File: src/rtl/kestrel_ifetch_pkg.sv
// Shared types and constants for the Kestrel-2 instruction-fetch front end.
package kestrel_ifetch_pkg;

  localparam int unsigned ADR_W = 15;
  localparam int unsigned INS_W = 16;
  localparam logic [ADR_W-1:0] RESET_ADR_DEF = 15'h0000;

  typedef enum logic [1:0] {
    ST_IDLE  = 2'd0,
    ST_FETCH = 2'd1,
    ST_DRAIN = 2'd2
  } state_t;

  // One queued instruction: data word plus the word address it came from.
  typedef struct packed {
    logic [INS_W-1:0] dat;
    logic [ADR_W-1:0] adr;
  } ins_ent_t;

  localparam int unsigned ENT_W = $bits(ins_ent_t);

endpackage

File: src/rtl/ins_fifo.sv
// Instruction queue with a registered head; push/pop may coincide, even when full.
module ins_fifo
  import kestrel_ifetch_pkg::*;
#(
  parameter int unsigned DEPTH = 4,
  parameter int unsigned WIDTH = ENT_W
) (
  input  logic                    clk,
  input  logic                    rst,
  input  logic                    push,
  input  logic                    pop,
  input  logic                    flush,
  input  logic [WIDTH-1:0]        wr_dat,
  output logic [$clog2(DEPTH):0]  count,
  output logic [WIDTH-1:0]        head,
  output logic                    head_vld
);

  localparam int unsigned PTR_W = $clog2(DEPTH);
  localparam int unsigned CNT_W = PTR_W + 1;

  logic [WIDTH-1:0] mem_q [DEPTH];
  logic [PTR_W-1:0] wr_ptr_q, rd_ptr_q, rd_nxt;
  logic [CNT_W-1:0] cnt_q, cnt_d;
  logic             do_push, do_pop, load_wr;

  // The head register takes the incoming word when it becomes the oldest entry.
  always_comb begin
    do_pop  = pop & (cnt_q != '0) & ~flush;
    do_push = push & ~flush & ((cnt_q != CNT_W'(DEPTH)) | do_pop);
    rd_nxt  = rd_ptr_q + PTR_W'(1);
    cnt_d   = cnt_q + CNT_W'(do_push) - CNT_W'(do_pop);
    load_wr = do_push & ((cnt_q == '0) | (do_pop & (cnt_q == CNT_W'(1))));
  end

  always_ff @(posedge clk) begin
    if (do_push) mem_q[wr_ptr_q] <= wr_dat;
  end

  always_ff @(posedge clk or posedge rst) begin
    if (rst) begin
      wr_ptr_q <= '0;
      rd_ptr_q <= '0;
      cnt_q    <= '0;
      head     <= '0;
      head_vld <= 1'b0;
    end else if (flush) begin
      wr_ptr_q <= '0;
      rd_ptr_q <= '0;
      cnt_q    <= '0;
      head_vld <= 1'b0;
    end else begin
      if (do_push) wr_ptr_q <= wr_ptr_q + PTR_W'(1);
      if (do_pop)  rd_ptr_q <= rd_nxt;
      cnt_q    <= cnt_d;
      head_vld <= (cnt_d != '0);
      if (load_wr)     head <= wr_dat;
      else if (do_pop) head <= mem_q[rd_nxt];
    end
  end

  assign count = cnt_q;

endmodule

File: src/rtl/ins_prefetch.sv
// Kestrel-2 instruction prefetcher: Wishbone read master feeding the decoder queue.
module ins_prefetch
  import kestrel_ifetch_pkg::*;
#(
  parameter int unsigned      DEPTH     = 4,
  parameter logic [ADR_W-1:0] RESET_ADR = RESET_ADR_DEF
) (
  input  logic             sys_clk_i,
  input  logic             sys_rst_i,
  output logic [ADR_W-1:0] ins_adr_o,
  input  logic [INS_W-1:0] ins_dat_i,
  output logic             ins_cyc_o,
  output logic             ins_stb_o,
  input  logic             ins_ack_i,
  input  logic             redir_i,
  input  logic [ADR_W-1:0] redir_adr_i,
  output logic [INS_W-1:0] ir_dat_o,
  output logic [ADR_W-1:0] ir_adr_o,
  output logic             ir_vld_o,
  input  logic             ir_take_i
);

  localparam int unsigned CNT_W = $clog2(DEPTH) + 1;
  localparam int unsigned OCC_W = CNT_W + 1;

  state_t           state_q, state_d;
  logic [ADR_W-1:0] ptr_q, ptr_d, adr_q, adr_d;
  logic             stb_q, stb_d;
  logic             cap_vld_q, cap_vld_d;
  ins_ent_t         cap_q, cap_d, head;
  logic [CNT_W-1:0] fifo_cnt;
  logic [OCC_W-1:0] occ_left;
  logic             ack, pop, room_idle, room_ack;

  // Occupancy counts the captured word that has not reached the queue yet.
  always_comb begin
    ack       = ins_ack_i & stb_q;
    pop       = ir_take_i & ir_vld_o & ~redir_i;
    occ_left  = OCC_W'(fifo_cnt) + OCC_W'(cap_vld_q) - OCC_W'(pop);
    room_idle = occ_left < OCC_W'(DEPTH);
    room_ack  = occ_left < OCC_W'(DEPTH - 1);
  end

  always_comb begin
    state_d   = state_q;
    ptr_d     = ptr_q;
    adr_d     = adr_q;
    stb_d     = stb_q;
    cap_vld_d = 1'b0;
    cap_d     = cap_q;
    unique case (state_q)
      ST_IDLE: begin
        if (redir_i) begin
          ptr_d   = redir_adr_i;
          adr_d   = redir_adr_i;
          stb_d   = 1'b1;
          state_d = ST_FETCH;
        end else if (room_idle) begin
          adr_d   = ptr_q;
          stb_d   = 1'b1;
          state_d = ST_FETCH;
        end
      end
      ST_FETCH: begin
        if (redir_i) begin
          ptr_d = redir_adr_i;
          if (ack) adr_d = redir_adr_i;
          else     state_d = ST_DRAIN;
        end else if (ack) begin
          cap_vld_d = 1'b1;
          cap_d.dat = ins_dat_i;
          cap_d.adr = adr_q;
          ptr_d     = ptr_q + ADR_W'(1);
          if (room_ack) begin
            adr_d = ptr_q + ADR_W'(1);
          end else begin
            stb_d   = 1'b0;
            state_d = ST_IDLE;
          end
        end
      end
      ST_DRAIN: begin
        // The stale ack is swallowed; the queue is empty, so refetch at once.
        if (redir_i) ptr_d = redir_adr_i;
        if (ack) begin
          adr_d   = redir_i ? redir_adr_i : ptr_q;
          state_d = ST_FETCH;
        end
      end
      default: begin
        stb_d   = 1'b0;
        state_d = ST_IDLE;
      end
    endcase
  end

  always_ff @(posedge sys_clk_i or posedge sys_rst_i) begin
    if (sys_rst_i) begin
      state_q   <= ST_IDLE;
      ptr_q     <= RESET_ADR;
      adr_q     <= RESET_ADR;
      stb_q     <= 1'b0;
      cap_vld_q <= 1'b0;
      cap_q     <= '0;
    end else begin
      state_q   <= state_d;
      ptr_q     <= ptr_d;
      adr_q     <= adr_d;
      stb_q     <= stb_d;
      cap_vld_q <= cap_vld_d;
      cap_q     <= cap_d;
    end
  end

  ins_fifo #(
    .DEPTH (DEPTH),
    .WIDTH (ENT_W)
  ) u_fifo (
    .clk      (sys_clk_i),
    .rst      (sys_rst_i),
    .push     (cap_vld_q),
    .pop      (pop),
    .flush    (redir_i),
    .wr_dat   (cap_q),
    .count    (fifo_cnt),
    .head     (head),
    .head_vld (ir_vld_o)
  );

  assign ins_adr_o = adr_q;
  assign ins_cyc_o = stb_q;
  assign ins_stb_o = stb_q;
  assign ir_dat_o  = head.dat;
  assign ir_adr_o  = head.adr;

endmodule

File: config.mk
export PLATFORM = sky130hd
export DESIGN_NAME = ins_prefetch
export DESIGN_NICKNAME = d
export VERILOG_FILES = /design/src/rtl/kestrel_ifetch_pkg.sv /design/src/rtl/ins_fifo.sv /design/src/rtl/ins_prefetch.sv
export SDC_FILE = /design/constraint.sdc
export NUM_CORES = 1
export LEC_CHECK = 0
export ABC_AREA = 1
export ABC_CLOCK_PERIOD_IN_PS = 4880
export CORE_AREA = 2 2 186 188
export DETAILED_ROUTE_END_ITERATION = 10
export DIE_AREA = 0 0 188 190
export PLACE_DENSITY = 0.53
export SYNTH_ARGS = -nofsm -noshare
export SYNTH_HDL_FRONTEND = slang
export SYNTH_SLANG_ARGS = --single-unit
File: constraint.sdc
create_clock -name sys_clk_i -period 4.88 [get_ports sys_clk_i]
set_input_delay 0.976 -clock sys_clk_i [delete_from_list [all_inputs] [get_ports sys_clk_i]]
set_output_delay 0.976 -clock sys_clk_i [all_outputs]
set_load 0.05 [all_outputs]
==> run_results.csv <==
group,metric,value,unit
status,status,"finished clean",
clock_tree,cts_buffers,25,
clock_tree,cts.clk_slew.worst_paths,60,ps
grt,grt_pass1_vias,7082,
timing,grt_setup_unrepaired,"false",
synth,syn_area_per_cell,9.70,um2
timing,period_minus_slack,3210,ps
detailed_routing,wl_per_cell,15.5,um
worst_setup_path,cp.required,5290,ps
timing,drv_slew,0,
timing,slew_headroom,0.214,
placement,detailed_place_hpwl,15200,um
worst_setup_path,crit_path_start_kind,"input port",
clock_tree,clk_latency,540,ps
finish,most-common-layout-cells,"nand2_1, edfxtp_1, o21ai_0",
synth,netlist_instances,1034,
worst_setup_path,worstPathMaxFanout,15,
clock_tree,post_cts.repair.setup_buffers,0,
finish,nets,1161,
synth,yosysSeqAreaShare,0.631,
floorplan,io_pins,85,
placement,port_buffers,84,
synth,ys_ff_latch,228,
grt,track_usage,0.139,
detailed_routing,firstDrtPassIters,5,
timing,skew,16.7,ps
detailed_routing,ant_nets,0,
hold_path,min_path_type,"reg2reg",
detailed_routing,drc,0,
power_and_ir_drop,powerDensity,595,nW/um2
synth,syn_area,10000,um2
detailed_routing,wl_met3,1070,um
finish,final_common_cell,"nand2_1",
power_and_ir_drop,ir_worst_vdd,0.298,mV
clock_tree,clock-sinks,228,
synth,ys_warn_count,0,
synth,synth.distinct_cells,38,
placement,gp_congestion,0.830,
grt,grt_pass1_wl,39500,um
synth,synth_nets,1083,
detailed_routing,via_per_inst,4.60,
worst_setup_path,cpMostUsedCell,"nand2_1",
clock_tree,cts_buffer_depth,3,
clock_tree,cts_tree,"yes",
timing,min_period_over_period,0.657,
floorplan,die_h,190,um
clock_tree,cts_max_level,1,
worst_setup_path,slowest_delay,450,ps
grt,grt_start_max_net_pins,70,
power_and_ir_drop,p_leak,0.00500,uW
floorplan,die_w,188,um
clock_tree,cts-root-buf,"clkbuf_16",
clock_tree,hold_buffers,0,
floorplan,start_util,0.296,
worst_setup_path,cp.arrival,3620,ps
detailed_routing,drt-total-wl,24700,um
worst_setup_path,path_class,"in2reg",
worst_setup_path,worstPathCellList,"clkdlybuf4s50_1 -> nand2_1 -> nor2_2 -> ha_1 -> inv_1 -> ha_1 -> inv_1 -> fa_1 -> xor2_2 -> nand3_1 -> nand2_1 -> nand3_2 -> nand2_1 -> nand2_1",
grt,grt-ovfl-total,0,
grt,antenna_found_initial,0,
detailed_routing,wl_met2,11400,um
detailed_routing,vias,7295,
detailed_routing,dr.max_layer_used,"met4",
placement,place_ws,1110,ps
timing,final-setup-viol-count,0,
flow_run,max_cap_violations,0,
worst_setup_path,slowest_stage,"clkdlybuf4s50_1",
detailed_routing,m1WireLength,11800,um
clock_tree,cts_resized,0,
finish,layout-drive-gt1-share,0.0654,
floorplan,dieArea,35700,um2
timing,fin_ws,1670,ps
timing,tns,0,ps
finish,antennaDiodeCount,0,
floorplan,core_area,33900,um2
detailed_routing,drt_first_iter_violations,468,
timing,max_slew.worst_pin.slew,1180,ps
finish,syn2layout_area_growth,20.9,%
floorplan,rows,68,
timing,max_freq,312,MHz
timing,hold_viol,0,
worst_setup_path,endpoint_kind,"flop",
-- routing by layer --
layer | vias to the layer above | GRT usage
li1 | 3640 | -
met5 | - | 0
met2 | 157 | 0.231
met1 | 3469 | 0.192
met4 | 0 | 0.0312
met3 | 29 | 0.0197
-- cell type report --
| type | instances | area [um2] |
|---|---|---|
| well taps | 455 | 569 |
| clock inverters | 13 | 161 |
| clock buffers | 33 | 656 |
| multi-input cells | 703 | 3250 |
| flip-flops and latches | 228 | 6330 |
| inverters | 56 | 213 |
| fillers | 3388 | 21800 |
| repair buffers | 98 | 958 |
-- worst max-delay path, delay by kind of cell --
| kind | cells | cell delay [ps] |
|---|---|---|
| AND/OR/NAND/NOR | 7 | 1010 |
| buffers and inverters | 3 | 570 |
| XOR/XNOR | 1 | 230 |
| adder cells (fa/ha/maj) | 3 | 820 |
-- sequential cells by signal, indices dropped and copies added (netlist names) --
name	cells
ptr_q	15
u_fifo.mem_q	124
u_fifo.wr_ptr_q	2
u_fifo.head_vld	1
u_fifo.head	31
cap_vld_q	1
cap_q	31
u_fifo.count	3
ins_adr_o	15
state_q	2
u_fifo.rd_ptr_q	2
ins_cyc_o	1
-- metrics by stage --
stage	util	std cells	total power, uW	hold slack (ps)	instance area (um2)
2_1_floorplan	-	1034	4560	492	10000
3_3_place_gp	0.333	1540	5350	493	11300
3_5_place_dp	0.333	1540	5390	503	11300
4_1_cts	0.357	1586	7310	517	12100
5_1_grt	0.357	1586	7660	534	12100
6_report	0.357	1586	7220	507	12100
-- synthesized netlist by cell type --
cell      number  share of area
xor2_1         1        0.00087
buf_2         18         0.0090
nand2_2        3         0.0019
nor3_1         1        0.00050
clkbuf_2       4         0.0020
a21boi_4       1         0.0019
buf_4          2         0.0015
fa_1           2         0.0040
nand3b_1       2         0.0015
inv_2          3         0.0011
nand4_1        8         0.0050
a21oi_2        1        0.00087
ha_1          11          0.014
buf_6          7         0.0079
o22ai_1        6         0.0037
o21ai_1       13         0.0065
nor2_1        98          0.037
a21boi_0       1        0.00075
nor3_2         1         0.0010
o21ai_0      110          0.055
dfrtp_1      104           0.26
inv_1         52          0.019
o21bai_1       2         0.0015
nand2_1      315           0.12
xor2_2         1         0.0016
nand3_2        2         0.0020
edfxtp_1     124           0.37
a22oi_1        3         0.0022
nor2_2         3         0.0019
nand3_1       66          0.033
clkbuf_1      16         0.0060
a31oi_1        1        0.00062
clkinv_1       1        0.00037
o32ai_1        1        0.00087
o211ai_1       3         0.0022
nand2_4        1         0.0011
a21oi_1       45          0.022
nor2_4         1         0.0011
-- path summary, 6_finish.rpt --
path                                                   from                              to  slack [ps]  depth (start not counted)
worst min-delay path            u_fifo.head[28]$_DFFE_PP0P_     u_fifo.head[28]$_DFFE_PP0P_         510                          2
min in group asynchronous                         sys_rst_i            ptr_q[2]$_DFFE_PP0P_         850                          2
worst max-delay path                              ir_take_i        ins_adr_o[0]$_DFFE_PP0P_        1670                         14
worst min register to register  u_fifo.head[28]$_DFFE_PP0P_     u_fifo.head[28]$_DFFE_PP0P_         510                          2
worst max register to register       state_q[0]$_DFFE_PP0P_            ptr_q[0]$_DFFE_PP0P_        1880                          7
max in group asynchronous                         sys_rst_i  u_fifo.wr_ptr_q[0]$_DFFE_PP0P_        3280                          3
-- power breakdown --
part / leakage, uW / total, uW / internal (uW) / switching (uW)
clock network: 0.000391 / 1890 / 1110 / 781
logic: 0.00219 / 2260 / 726 / 1530
registers: 0.00242 / 3070 / 2590 / 480
-- logic make-up after synthesis --
logic type / Yosys count / share of synthesized area
simple gates: 501 / 0.203
flops: 228 / 0.631
compound gates: 187 / 0.0985
buf+inv: 103 / 0.0473
fa+ha+maj: 13 / 0.0177
xor+xnor: 2 / 0.00249
Note: power is estimated with default switching activity, not from simulation.
